===== src/rtl/dsp_pkg.sv =====
// Shared definitions for the dsp_slice datapath and its result FIFO.
// Holds the operand width, the A/B result pair layout and serializer states.
package dsp_pkg;

    localparam int DWIDTH = 8;

    typedef struct packed {
        logic [2*DWIDTH-1:0] resultb;
        logic [2*DWIDTH-1:0] resulta;
    } pair_t;

    typedef enum logic {
        SEND_A = 1'b0,
        SEND_B = 1'b1
    } ser_state_t;

endpackage


===== src/rtl/dsp_pair_fifo_mem.sv =====
// Storage array for result pairs.
// Synchronous write, asynchronous read at the read pointer.
module dsp_pair_fifo_mem
    import dsp_pkg::*;
#(
    parameter int DEPTH = 4,
    parameter int PTRW  = 2
) (
    input  logic                  clk,
    input  logic                  i_we,
    input  logic [PTRW-1:0]       i_waddr,
    input  logic [4*DWIDTH-1:0]   i_wdata,
    input  logic [PTRW-1:0]       i_raddr,
    output logic [4*DWIDTH-1:0]   o_rdata
);

    logic [4*DWIDTH-1:0] r_mem [DEPTH];

    // Write one pair per accepted push; contents need no reset.
    always_ff @(posedge clk) begin
        if (i_we) begin
            r_mem[i_waddr] <= i_wdata;
        end
    end

    assign o_rdata = r_mem[i_raddr];

endmodule


===== src/rtl/dsp_result_fifo.sv =====
// Result FIFO behind dsp_slice: buffers {resultb, resulta} pairs and
// drains them as a serial A-then-B word stream over valid/ready.
module dsp_result_fifo
    import dsp_pkg::*;
#(
    parameter int DEPTH = 4,
    parameter int PTRW  = 2
) (
    input  logic                  clk,
    input  logic                  clr,
    input  logic                  in_valid,
    input  logic [2*DWIDTH-1:0]   resulta,
    input  logic [2*DWIDTH-1:0]   resultb,
    output logic                  out_valid,
    input  logic                  out_ready,
    output logic [2*DWIDTH-1:0]   out_data,
    output logic                  out_sel,
    output logic [PTRW:0]         count,
    output logic                  full,
    output logic                  overflow
);

    localparam logic [PTRW:0] CNT_FULL = (PTRW+1)'(DEPTH);

    logic [PTRW-1:0]     r_wr_ptr;
    logic [PTRW-1:0]     r_rd_ptr;
    logic [PTRW:0]       r_count;
    logic                r_overflow;
    ser_state_t          r_state;
    ser_state_t          w_state_nxt;

    logic                w_full;
    logic                w_out_valid;
    logic                w_fire;
    logic                w_pop;
    logic                w_push;
    logic                w_drop;
    pair_t               w_wdata;
    pair_t               w_head;
    logic [4*DWIDTH-1:0] w_head_bits;

    assign w_full      = (r_count == CNT_FULL);
    assign w_out_valid = (r_count != '0);
    assign w_fire      = w_out_valid & out_ready;
    assign w_pop       = w_fire & (r_state == SEND_B);
    // A pop in the same cycle frees the slot the push will use.
    assign w_push      = in_valid & (~w_full | w_pop);
    assign w_drop      = in_valid & w_full & ~w_pop;

    assign w_wdata = {resultb, resulta};
    assign w_head  = pair_t'(w_head_bits);

    dsp_pair_fifo_mem #(
        .DEPTH (DEPTH),
        .PTRW  (PTRW)
    ) u_mem (
        .clk     (clk),
        .i_we    (w_push),
        .i_waddr (r_wr_ptr),
        .i_wdata (w_wdata),
        .i_raddr (r_rd_ptr),
        .o_rdata (w_head_bits)
    );

    // Pointers, occupancy and sticky overflow; clr wins over all events.
    always_ff @(posedge clk) begin
        if (clr) begin
            r_wr_ptr   <= '0;
            r_rd_ptr   <= '0;
            r_count    <= '0;
            r_overflow <= 1'b0;
        end else begin
            if (w_push) begin
                r_wr_ptr <= r_wr_ptr + 1'b1;
            end
            if (w_pop) begin
                r_rd_ptr <= r_rd_ptr + 1'b1;
            end
            unique case ({w_push, w_pop})
                2'b10:   r_count <= r_count + 1'b1;
                2'b01:   r_count <= r_count - 1'b1;
                default: r_count <= r_count;
            endcase
            if (w_drop) begin
                r_overflow <= 1'b1;
            end
        end
    end

    // Serializer state register.
    always_ff @(posedge clk) begin
        if (clr) begin
            r_state <= SEND_A;
        end else begin
            r_state <= w_state_nxt;
        end
    end

    // Next state: toggle A/B on every accepted word.
    always_comb begin
        w_state_nxt = r_state;
        if (w_fire) begin
            unique case (r_state)
                SEND_A:  w_state_nxt = SEND_B;
                SEND_B:  w_state_nxt = SEND_A;
                default: w_state_nxt = SEND_A;
            endcase
        end
    end

    // Word mux from head entry; zero when the FIFO is empty.
    always_comb begin
        out_data = '0;
        out_sel  = (r_state == SEND_B);
        if (w_out_valid) begin
            if (r_state == SEND_B) begin
                out_data = w_head.resultb;
            end else begin
                out_data = w_head.resulta;
            end
        end
    end

    assign out_valid = w_out_valid;
    assign count     = r_count;
    assign full      = w_full;
    assign overflow  = r_overflow;

endmodule

===== config.mk =====
export PLATFORM = sky130hd
export DESIGN_NAME = dsp_result_fifo
export DESIGN_NICKNAME = d
export VERILOG_FILES = /design/src/rtl/dsp_pkg.sv /design/src/rtl/dsp_pair_fifo_mem.sv /design/src/rtl/dsp_result_fifo.sv
export SDC_FILE = /design/constraint.sdc
export NUM_CORES = 1
export LEC_CHECK = 0
export CAP_MARGIN = 0
export CORE_UTILIZATION = 25
export DETAILED_ROUTE_END_ITERATION = 16
export PLACE_DENSITY_LB_ADDON = 0.12
export SLEW_MARGIN = 20
export SYNTH_ARGS = -nofsm -noshare
export SYNTH_HDL_FRONTEND = slang
export SYNTH_SLANG_ARGS = --single-unit

===== constraint.sdc =====
create_clock -name clk -period 5.44 [get_ports clk]
set_clock_uncertainty 0.05 [all_clocks]
set_input_delay 1.088 -clock clk [delete_from_list [all_inputs] [get_ports clk]]
set_output_delay 1.088 -clock clk [all_outputs]
set_load 0.02 [all_outputs]

* Yosys cells after proc, flatten, opt, wreduce, memory -nomap -nowiden
Memory sizes are Yosys's and may differ from the RTL's. A register that Yosys moved wholly into a read port is not among the register bits.
Cells that the tools add are included.
** Storage, ports and cells
- Logic and storage cells :: 32
- Memories :: 1
- RAM bits :: 128
- Bits in registers :: 9
- Output and inout port bits :: 23
** Operators by class
- Muxes and demuxes :: 8
- Reductions and logical operators :: 2
- $add $sub $neg :: 4
- Bitwise operators :: 9
- Equal/unequal tests :: 3
** Memory list
- u_mem.r_mem :: depth 4, bits a word 32, rd ports 1, clocked after memory_dff 1, write ports 1, RTL line dsp_pair_fifo_mem.sv:17 : logic [4*DWIDTH-1:0] r_mem [DEPTH];
** Operators with widths (count)
- 16-bit two-way mux :: 2
- 3-bit one-hot mux with 2 select lines :: 1
- 1-bit bitwise AND :: 5
- 2-bit by 1-bit adder with 2-bit output (second input constant) :: 2
- 2-bit two-way mux :: 2
- 3-bit by 1-bit adder with 3-bit output (second input constant) :: 1
- 3-bit == test (second input constant) :: 1
- 1-bit inverter :: 3
- 3-bit nonzero test :: 1
- 3-bit by 1-bit subtractor with 3-bit output (second input constant) :: 1
- 2-bit by 1-bit == test with 1-bit output (second input constant) :: 1
- 2-bit == test (second input constant) :: 1
- 1-bit two-way mux :: 2
- 1-bit one-hot mux with 2 select lines :: 1
- 2-bit nonzero test :: 1
- 1-bit OR :: 1

* Depth between registers and ports, before layout
Gate-level depths: netlist (run 1).
- Depth in word-level cells :: 7
- Gate-level depth with buffers :: 8
- Depth with buffers taken out :: 8

* Modules after synthesis
A second synthesis (run 1) with hierarchy kept.
** Unflattened totals
- Cells, all modules :: 262
- Area, all modules :: 5413.9 sq um
** Modules (own cells, without submodules)
- dsp_pair_fifo_mem :: times used 1, cells each 171, area each 4689.5 sq um
- dsp_result_fifo :: times used 1, cells each 91, area each 724.4 sq um

* Least setup slack after synthesis (run 1)
OpenSTA, ideal clock, no wires.
- Kind :: input port to flip-flop
- Start :: input port out_ready
- End :: memory u_mem.r_mem[0][0] (netlist name) (enable)
- Path slack :: 2.585 ns
- Stages on the path :: 3
- Arrival time :: 2.413 ns
- Library setup time :: 0.392 ns
- Data required time :: 4.998 ns
- Cells stage by stage :: nand2_1 -> a31oi_1 -> and2_1
** On the way
- Longest elaborated chain between the ends :: 6
** Ends and longest elaborated chain
- from (decl) :: RTL line dsp_result_fifo.sv:15 : input logic out_ready,
- 1-bit bitwise AND :: RTL line dsp_result_fifo.sv:44 : assign w_fire = w_out_valid & out_ready;
- 1-bit bitwise AND :: RTL line dsp_result_fifo.sv:45 : assign w_pop = w_fire & (r_state == SEND_B);
- 1-bit OR :: RTL line dsp_result_fifo.sv:47 : assign w_push = in_valid & (~w_full | w_pop);
- 1-bit bitwise AND :: RTL line dsp_result_fifo.sv:47
- 1-bit two-way mux :: RTL line dsp_pair_fifo_mem.sv:21 : if (i_we) begin
- 1-bit two-way mux (implied by the code) :: RTL line dsp_pair_fifo_mem.sv:22 : r_mem[i_waddr] <= i_wdata;
- to (decl) :: RTL line dsp_pair_fifo_mem.sv:17
Every way passes these cells.

==> qor.yml, run 1 <==
routing:
  num_vias: 2646
  postRouteAntennaNets: 0
  drc: 0
  first_iter_violations: 90
  first_pass_iters: 4
  routedWlPerCell_um: 18.2
  vias_per_cell: 4.25
  routed_wl_um: 11300
cts:
  path_clk_slew_ns: 0.06
  ctsLongestPathBuffers: 2
  cts_made_buffers: 17
  holdBufCountCts: 0
  cts.sinks: 139
  cts_max_level: 4
  root_buffer: "clkbuf_16"
  post_cts_buffers: 0
  ctsResizeCount: 0
  cts_tree: "done"
  clkLatencyLatePin_ns: 0.41
floorplan:
  dieArea_um2: 22600
  die_y_um: 150
  die_w_um: 150
  ioPinCount: 59
  initial_core_util_pct: 25.9
  core-area_um2: 21300
  row_count: 53
sta:
  setup_viol: 0
  fin_crit_ns: 4.13
  tns_ns: 0
  max-slew-margin-rel_pct: 33.0
  setup_ws_ns: 1.31
  fmax_mhz: 242
  final-max-slew-violation-count: 0
  hold_violations: 0
  fin_crit_sh_pct: 75.9
  rsz0062_at_grt: "false"
  worst_pin_slew_ns: 1.00
finish:
  regArea_um2: 4070
  fill_cells: 2009
  syn_to_final_growth_pct: 26.2
  layout-drive-gt1-share_pct: 13.5
  final_nets: 375
  n_antenna_cell: 0
  instances_no_fill: 622
  multi_input_area_um2: 1350
logic_synthesis:
  async_reset_ff_share_pct: 0
  yosysTopAreaCellShare_pct: 69.8
  yosysMostFrequentCell: "edfxtp_1"
  syn_avg_cell_area_um2: 20.7
  syn_nets: 307
  ys_warn_count: 0
  synth_seq_cells: 139
  netlist_top_cells_area: "edfxtp_1 70%, mux4_1 9.5%, mux4_2 4.9%, dfxtp_1 4.0%, mux2i_1 3.1%"
  ys_types: 28
  synth_top_flop_cell: "edfxtp_1"
  synth_edf_count: 128
  synth_seq_area_share_pct: 73.8
  yosys.area.top_type: "edfxtp_1"
  synth_common_cells: "128 x edfxtp_1, 27 x nor2_1, 20 x mux4_1, 17 x mux2i_1, 12 x mux4_2"
  syn-instance-count: 266
  netlist_area_um2: 5510
place:
  io_buffers: 58
  routabilityCongestion: 0.678
  place_ws_ns: 1.65
  place_inst: 590
  hpwl_um: 6410
critical_path:
  cp-start-kind: "flip-flop"
  cp_cell_sequence: "buf_4, mux4_1, mux2i_1, nor2_1, clkdlybuf4s50_1"
  rr_worst_depth: 3
  worstPathArrival_ns: 2.99
  slowest_delay_ns: 0.72
  crit_path_max_fanout: 18
  slowest_stage: "dfxtp_2"
  rr_startpoint: "out_sel"
  r2r_slack_ns: 2.51
  reg2reg_to: "u_mem.r_mem[2][10]"
  crit_path_end_kind: "primary output"
  required_ns: 4.30
  path_class: "flip-flop to primary output"
power_and_ir_drop:
  cellPowerDensity_nw_per_um2: 436
  ir_drop_mv: 0.270
  power_leakage_nw: 2.22
flow_run:
  drv_cap: 0
min_path:
  min_path_type: "flip-flop to flip-flop"
  hold_start: "overflow"
  min_to: "overflow"
  holdPathStages: 2
global_route:
  grt_use_total_pct: 11.0
  antenna_found_initial: 0
  grt_max_degree: 33
  overflow: 0
  grt_first_pass_wirelength_um: 17200
  grt_pass1_vias: 2890
run_status:
  status: "complete, no violations"
## cell usage in the layout (no fill, tap or decap), types with 6 or more instances in the layout
cell type / instances
clkdlybuf4s50_1: 58
dfxtp_1: 9
mux4_1: 20
mux2i_1: 17
inv_1: 6
clkbuf_16: 17
nor2_1: 27
clkbuf_1: 6
mux4_2: 12
edfxtp_1: 128
## worst max path at each step
stage	start	endpoint	slack, ns	cells after the start
floorplan	out_ready	u_mem.r_mem[0][0]	2.58	3
global placement	out_ready	u_mem.r_mem[3][25]	1.63	4
detailed placement	flip-flop	out_data[7]	1.65	5
CTS	flip-flop	out_data[7]	1.19	5
global route	flip-flop	out_data[10]	1.09	5
finish	flip-flop	out_data[9]	1.31	5
## cells by family after synthesis
group / after synthesis / synth area share, %
AND/OR/NAND/NOR: 41 / 3.29
flip-flops: 139 / 73.8
multiplexers: 49 / 17.5
XOR/XNOR: 6 / 0.954
adder cells (fa/ha/maj): 5 / 1.27
buffers and inverters: 17 / 1.84
AO/OA/AOI/OAI: 9 / 1.30
## registers in the layout, summed over array words and instances, names as in the netlist, named ones only
signal	flops
r_wr_ptr	2
count	3
out_sel	1
u_mem.r_mem	128
overflow	1
r_rd_ptr	2
## layout make-up
cell class | count | area share, %
Clock buffer | 23 | 6.44
Clock inverter | 9 | 1.75
Inverter | 6 | 0.324
Multi-Input combinational cell | 110 | 19.5
Sequential cell | 139 | 58.5
Tap cell | 275 | 4.95
Timing Repair Buffer | 60 | 8.57
## worst max-delay path, delay by kind of cell, from the launching register on
kind | cells | cell delay, ns
buf+inv | 2 | 1.00
flops | 1 | 0.72
mux | 2 | 0.75
simple gates | 1 | 0.08
## routing by layer
metal  track usage [%]  vias to the layer above  share of wire, %
met5                 0                        -                 0
met4              4.04                        0               1.3
met3              4.09                       10               4.9
met2              17.5                       60                48
met1              13.7                     1357                46
li1                  -                     1219                 -
## where the power goes
part / switching, mW / leakage (nW) / internal, mW / total, mW
combinational: 0.319 / 0.680 / 0.270 / 0.589
sequential: 0.0572 / 1.27 / 1.26 / 1.32
clock: 0.408 / 0.276 / 0.716 / 1.12
## per-stage QoR
step	instance area, um2	hold slack [ns]	utilization, %	power, mW
after global routing	6950	0.469	32.7	3.18
after global placement	6380	0.409	30.0	1.94
after CTS	6950	0.441	32.7	3.08
final	6950	0.435	32.7	3.03
after detailed placement	6380	0.426	30.0	1.94
after floorplan	5510	0.435	-	1.67
No activity file was read; power rests on OpenSTA's default activity.
==> run 2, diff against run 1 <==
==> constraint.sdc (replaced) <==
create_clock -name clk -period 3.6 [get_ports clk]
set_clock_uncertainty 0.05 [all_clocks]
set_input_delay 0.72 -clock clk [delete_from_list [all_inputs] [get_ports clk]]
set_output_delay 0.72 -clock clk [all_outputs]
set_load 0.02 [all_outputs]
==> qor.yml, run 2 (same netlist as run 1, synthesis figures left out) <==
critical_path:
  rr_startpoint: "count[2]"
  cp-start-kind: "flip-flop"
  rr_worst_depth: 9  # +6
  worstPathArrival_ns: 2.61  # -0.38 ns
  cp_top_family: "buffers and inverters"
  path_class: "flip-flop to primary output"
  slowest_delay_ns: 0.59  # -0.13 ns
  crit_buf_inv: 2  # unchanged
  crit_path_end_kind: "primary output"
  crit_path_max_fanout: 14  # -4
  r2r_slack_ns: 1.34  # -1.17 ns
  slowest_stage: "dfxtp_2"
  worst-path-stages: 5  # unchanged
  required_ns: 2.83  # -1.47 ns
  reg2reg_to: "count[2]"
  cp_cell_sequence: "buf_12, mux4_1, mux2i_1, nor2_1, clkdlybuf4s50_1"
  crit_end: "out_data[7]"
sta:
  setup_ws_ns: 0.223  # -1.09 ns
  fin_crit_ns: 3.38
  hold_violations: 0  # unchanged
  tns_ns: 0  # unchanged
  worst_pin_slew_ns: 0.543  # -0.459 ns
  whs_ns: 0.437  # +0.00171 ns
  fin_crit_sh_pct: 93.8
  fmax_mhz: 296
  setup_viol: 0  # unchanged
  rsz0062_at_grt: "false"
  max-slew-margin-rel_pct: 63.6  # +31 points
  final-max-slew-violation-count: 0  # unchanged
finish:
  layout_commonest_cell: "edfxtp_1"
  most-common-layout-cells: "128 x edfxtp_1, 58 x clkdlybuf4s50_1, 27 x nor2_1"
  utilization_pct: 33.7  # +1.0 points
  syn_to_final_growth_pct: 30.2
  largest_reg_flops: 128  # unchanged
  n_antenna_cell: 0  # unchanged
  fill_cells: 2042  # +1.6%
  regArea_um2: 4070  # unchanged
  multi_input_area_um2: 1350  # unchanged
  layout-drive-gt1-share_pct: 17.4  # +3.8 points
  regMostFlops: "u_mem.r_mem"
  final_nets: 385  # +2.7%
place:
  io_buffers: 58  # unchanged
  place_ws_ns: 0.634  # -1.02 ns
  hpwl_um: 6660  # +4.0%
  routabilityCongestion: 0.708  # +4.4%
global_route:
  use_met2_pct: 17.5  # -0.046 points
  grt_max_degree: 33  # unchanged
  grtUsageMet1_pct: 13.6  # -0.079 points
  grt_pass1_vias: 2952  # +2.1%
  grt_first_pass_wirelength_um: 17300  # +0.52%
  grt_use_total_pct: 11.0  # -0.073 points
  antenna_found_initial: 0  # unchanged
  busiest_layer: "met2"
  use_met3_pct: 3.94  # -0.15 points
  overflow: 0  # unchanged
power_and_ir_drop:
  combPwrFrac_pct: 20.0  # +0.6 points
  totalPowerFinal_mw: 4.81  # +59%
  ir_drop_mv: 0.293  # +8.5%
  sw_frac_of_total_pct: 25.7  # -0.18 points
  cellPowerDensity_nw_per_um2: 672  # +54%
  p_switching_mw: 1.24  # +58%
  power.internal_mw: 3.58  # +59%
  power_leakage_nw: 2.31  # +4.2%
  seqPwrFrac_pct: 40.6  # -2.9 points
  pwr-share-clk_pct: 39.3  # +2.2 points
floorplan:
  die_y_um: 150  # unchanged
  core-area_um2: 21300  # unchanged
  row_count: 53  # unchanged
  ioPinCount: 59  # unchanged
  initial_core_util_pct: 25.9  # unchanged
  dieArea_um2: 22600  # unchanged
  die_w_um: 150  # unchanged
cts:
  cts_made_buffers: 17  # unchanged
  holdBufCountCts: 0  # unchanged
  cts.sinks: 139  # unchanged
  ctsLongestPathBuffers: 2  # unchanged
  path_clk_slew_ns: 0.06  # about the same
  cts_max_level: 4  # unchanged
  root_buffer: "clkbuf_16"
  post_cts_buffers: 0  # unchanged
  ctsResizeCount: 0  # unchanged
  clkLatencyLatePin_ns: 0.41  # about the same
  cts_tree: "done"
routing:
  drc: 0  # unchanged
  first_iter_violations: 152  # +69%
  vias_per_cell: 4.28  # +0.58%
  routedWlPerCell_um: 17.7  # -2.8%
  postRouteAntennaNets: 0  # unchanged
  num_vias: 2704  # +2.2%
  routed_wl_um: 11200  # -1.2%
  first_pass_iters: 4  # unchanged
flow_run:
  drv_cap: 0  # unchanged
run_status:
  status: "complete, no violations"
min_path:
  min_path_type: "flip-flop to flip-flop"
-- run 2: cell types whose count changed in the layout (fill, tap and decap cells not counted) --
| cell | change |
|---|---|
| buf_12 | +5 |
| buf_4 | +5 |
| bufinv_16 | +2 |
| clkbuf_1 | -5 |
| clkinv_2 | -4 |
| clkinv_4 | +2 |
| clkinvlp_4 | +3 |
| inv_6 | +2 |
-- run 2: routing by layer --
layer | vias up | wire, um | part of all wire [%]
met4 | 0 | 130 | 1.2
met1 | 1391 | 5180 | 46
met3 | 10 | 498 | 4.5
met2 | 60 | 5380 | 48
met5 | - | 0 | 0
li1 | 1243 | - | -
-- run 2: power groups by stage --
stage | Clock, mW | Combinational [mW] | Sequential [mW]
6_report | 1.89 | 0.965 | 1.96
5_1_grt | 2.01 | 1.05 | 1.97
3_3_place_gp | 0 | 0.991 | 1.99
2_1_floorplan | 0 | 0.529 | 1.99
4_1_cts | 1.94 | 0.992 | 1.96
3_5_place_dp | 0 | 0.990 | 1.99
-- run 2: worst min-delay path: cells and delay by family, from the launching register on --
kind	cells	cell delay (ns)
AOI/OAI and AO/OA	1	0.05
and+or+nand+nor	1	0.07
DFF	1	0.33
-- run 2: how the worst min path moves through the flow --
stage                      from        end  slack [ns]  cells after the start
global route           overflow   overflow        0.45                      2
CTS                    overflow   overflow        0.43                      2
floorplan           r_rd_ptr[1]  flip-flop        0.43                      2
finish                 overflow   overflow        0.44                      2
detailed placement     overflow   overflow        0.42                      2
global placement       overflow   overflow        0.43                      2
-- run 2: final cells by class --
| type | count | area share [%] |
|---|---|---|
| sequential | 139 | 56.7 |
| multi-input combinational | 110 | 18.9 |
| timing repair buffer | 70 | 10.2 |
| clock buffer | 18 | 5.99 |
| tap | 275 | 4.80 |
| clock inverter | 14 | 3.06 |
| inverter | 6 | 0.314 |
-- run 2: per-stage QoR --
step,std cells,area (um2)
floorplan,266,5510
finish,632,7170
global route,632,7170
global placement,600,6520
detailed placement,600,6520
CTS,632,7170
==> run 3, diff against run 2 <==
--- a/config.mk
+++ b/config.mk
@@ -8,6 +8,7 @@
 export CAP_MARGIN = 0
 export CORE_UTILIZATION = 25
 export DETAILED_ROUTE_END_ITERATION = 16
+export HOLD_SLACK_MARGIN = 0.02
 export PLACE_DENSITY_LB_ADDON = 0.12
 export SLEW_MARGIN = 20
 export SYNTH_ARGS = -nofsm -noshare
==> constraint.sdc (replaced) <==
create_clock -name clk -period 3.6 [get_ports clk]
set_clock_uncertainty 0.05 [all_clocks]
set_input_delay 0.72 -clock clk [delete_from_list [all_inputs] [get_ports clk]]
set_output_delay 0.72 -clock clk [all_outputs]
set_load 0.05 [all_outputs]
==> qor.yml, run 3 (same netlist as run 1, synthesis figures left out) <==
sta:
  setup_viol: 0  # unchanged
  max-slew-margin-rel_pct: 59.8  # -3.8 points
  fin_crit_ns: 3.36  # -0.0178 ns
  hold_violations: 0  # unchanged
  whs_ns: 0.420  # -0.0168 ns
  tns_ns: 0  # unchanged
  final-max-slew-violation-count: 0  # unchanged
  rsz0062_at_grt: "false"
  fmax_mhz: 298  # +0.53%
  fin_crit_sh_pct: 93.3  # -0.49 points
  worst_pin_slew_ns: 0.602  # +0.0594 ns
critical_path:
  rr_startpoint: "out_sel"
  crit_end: "out_data[12]"
  worst-path-stages: 4  # -1
  worstPathArrival_ns: 2.59  # -0.02 ns
  rr_worst_depth: 9  # unchanged
  slowest_delay_ns: 0.73  # +0.14 ns
  slowest_stage: "clkdlybuf4s50_1"
  reg2reg_to: "count[2]"
  crit_path_end_kind: "primary output"
  required_ns: 2.83  # about the same
  path_class: "flip-flop to primary output"
  crit_path_max_fanout: 12  # -2
  crit_buf_inv: 1  # -1
  r2r_slack_ns: 1.00  # -0.34 ns
  cp_top_family: "multiplexers"
  cp-start-kind: "flip-flop"
  cp_cell_sequence: "mux4_1, mux2i_1, nor2_1, clkdlybuf4s50_1"
cts:
  cts_max_level: 4  # unchanged
  holdBufCountCts: 0  # unchanged
  path_clk_slew_ns: 0.06  # about the same
  post_cts_buffers: 0  # unchanged
  cts_tree: "done"
  ctsResizeCount: 0  # unchanged
  clkLatencyLatePin_ns: 0.41  # about the same
  ctsLongestPathBuffers: 2  # unchanged
  cts_made_buffers: 17  # unchanged
  root_buffer: "clkbuf_16"
  cts.sinks: 139  # unchanged
finish:
  most-common-layout-cells: "128 x edfxtp_1, 47 x clkdlybuf4s50_1, 27 x nor2_1"
  utilization_pct: 33.2  # -0.42 points
  n_antenna_cell: 0  # unchanged
  syn_to_final_growth_pct: 28.5
  final_nets: 385  # unchanged
  fill_cells: 2047  # +0.24%
  largest_reg_flops: 128  # unchanged
  layout_commonest_cell: "edfxtp_1"
  layout-drive-gt1-share_pct: 20.7  # +3.4 points
  instances_no_fill: 632  # unchanged
  regMostFlops: "u_mem.r_mem"
power_and_ir_drop:
  pwr-share-clk_pct: 35.8  # -3.5 points
  ir_drop_mv: 0.411  # +40%
  combPwrFrac_pct: 24.0  # +4.0 points
  totalPowerFinal_mw: 4.91  # +2.1%
  seqPwrFrac_pct: 40.2  # -0.4 points
  power.internal_mw: 3.41  # -4.7%
  cellPowerDensity_nw_per_um2: 694  # +3.4%
  power_leakage_nw: 2.32  # +0.20%
  p_switching_mw: 1.51  # +22%
  sw_frac_of_total_pct: 30.7  # +4.9 points
global_route:
  grt_max_degree: 33  # unchanged
  overflow: 0  # unchanged
  grt_use_total_pct: 11.2  # +0.24 points
  grt_first_pass_wirelength_um: 17400  # +0.88%
  grt_pass1_vias: 2871  # -2.7%
  antenna_found_initial: 0  # unchanged
floorplan:
  row_count: 53  # unchanged
  core-area_um2: 21300  # unchanged
  die_y_um: 150  # unchanged
  initial_core_util_pct: 25.9  # unchanged
  dieArea_um2: 22600  # unchanged
  die_w_um: 150  # unchanged
  ioPinCount: 59  # unchanged
routing:
  wl_met1_um: 5340  # +3.0%
  first_pass_iters: 4  # unchanged
  dr.max_layer_used: "met4"
  drc: 0  # unchanged
  routed_wl_um: 11600  # +3.3%
  wl_met2_um: 5520  # +2.7%
  num_vias: 2684  # -0.74%
  met3_length_um: 513  # +3.0%
  routedWlPerCell_um: 18.3  # +3.3%
  vias_per_cell: 4.25  # -0.74%
  first_iter_violations: 101  # -34%
  postRouteAntennaNets: 0  # unchanged
run_status:
  status: "complete, no violations"
flow_run:
  drv_cap: 0  # unchanged
place:
  hpwl_um: 7010  # +5.1%
  place_inst: 600  # unchanged
  routabilityCongestion: 0.668  # -5.7%
  io_buffers: 58  # unchanged
min_path:
  holdPathStages: 2  # unchanged
  min_path_type: "flip-flop to flip-flop"
==> run 3: cell types whose count changed in the layout (fill, tap and decap cells not counted), sizes merged <==
cell	before	now
clkdlybuf4s50	58	47
buf	12	23
clkbuf	18	17
bufinv	5	3
clkinvlp	4	2
clkinv	3	8
==> run 3: tightest hold or removal path, cell delays in order, from the launching register on <==
cell and delay [ns]:
dfxtp_1 0.32, a31oi_1 0.04, nor2_1 0.07
==> run 3: per-layer routing <==
layer  GRT usage [%]  vias up
li1                -     1246
met1            14.0     1368
met2            17.5       56
met3            4.06       14
met4            4.55        0
met5               0        -
==> run 3: power by group through the flow <==
stage                     sequential, mW  clock, mW  combinational (mW)
after floorplan                     2.02          0               0.737
after global placement              2.01          0                1.20
after detailed placement            2.01          0                1.20
after CTS                           1.98       1.80                1.21
after global routing                1.99       1.88                1.27
final                               1.97       1.76                1.18
==> run 3: per-stage QoR <==
step / instance area, um2 / setup slack, ns
floorplan: 5510 / 0.940
global placement: 6480 / 0.643
detailed placement: 6480 / 0.644
CTS: 7080 / 0.180
global route: 7080 / 0.103
finish: 7080 / 0.241
==> run 3: how the worst min path moves through the flow <==
stage                 to        start
2_1_floorplan  flip-flop  r_rd_ptr[1]
3_3_place_gp    overflow     overflow
3_5_place_dp    overflow     overflow
4_1_cts         overflow     overflow
5_1_grt         overflow     overflow
6_report        overflow     overflow
==> run 3: area by class of cell <==
| class | count | area (um2) | area share [%] |
|---|---|---|---|
| flip-flops and latches | 139 | 4070 | 57.5 |
| multi-input cells | 110 | 1350 | 19.1 |
| repair buffers | 70 | 693 | 9.79 |
| clock buffers | 17 | 425 | 6.01 |
| well taps | 275 | 344 | 4.86 |
| clock inverters | 15 | 173 | 2.44 |
| inverters | 6 | 22.5 | 0.318 |
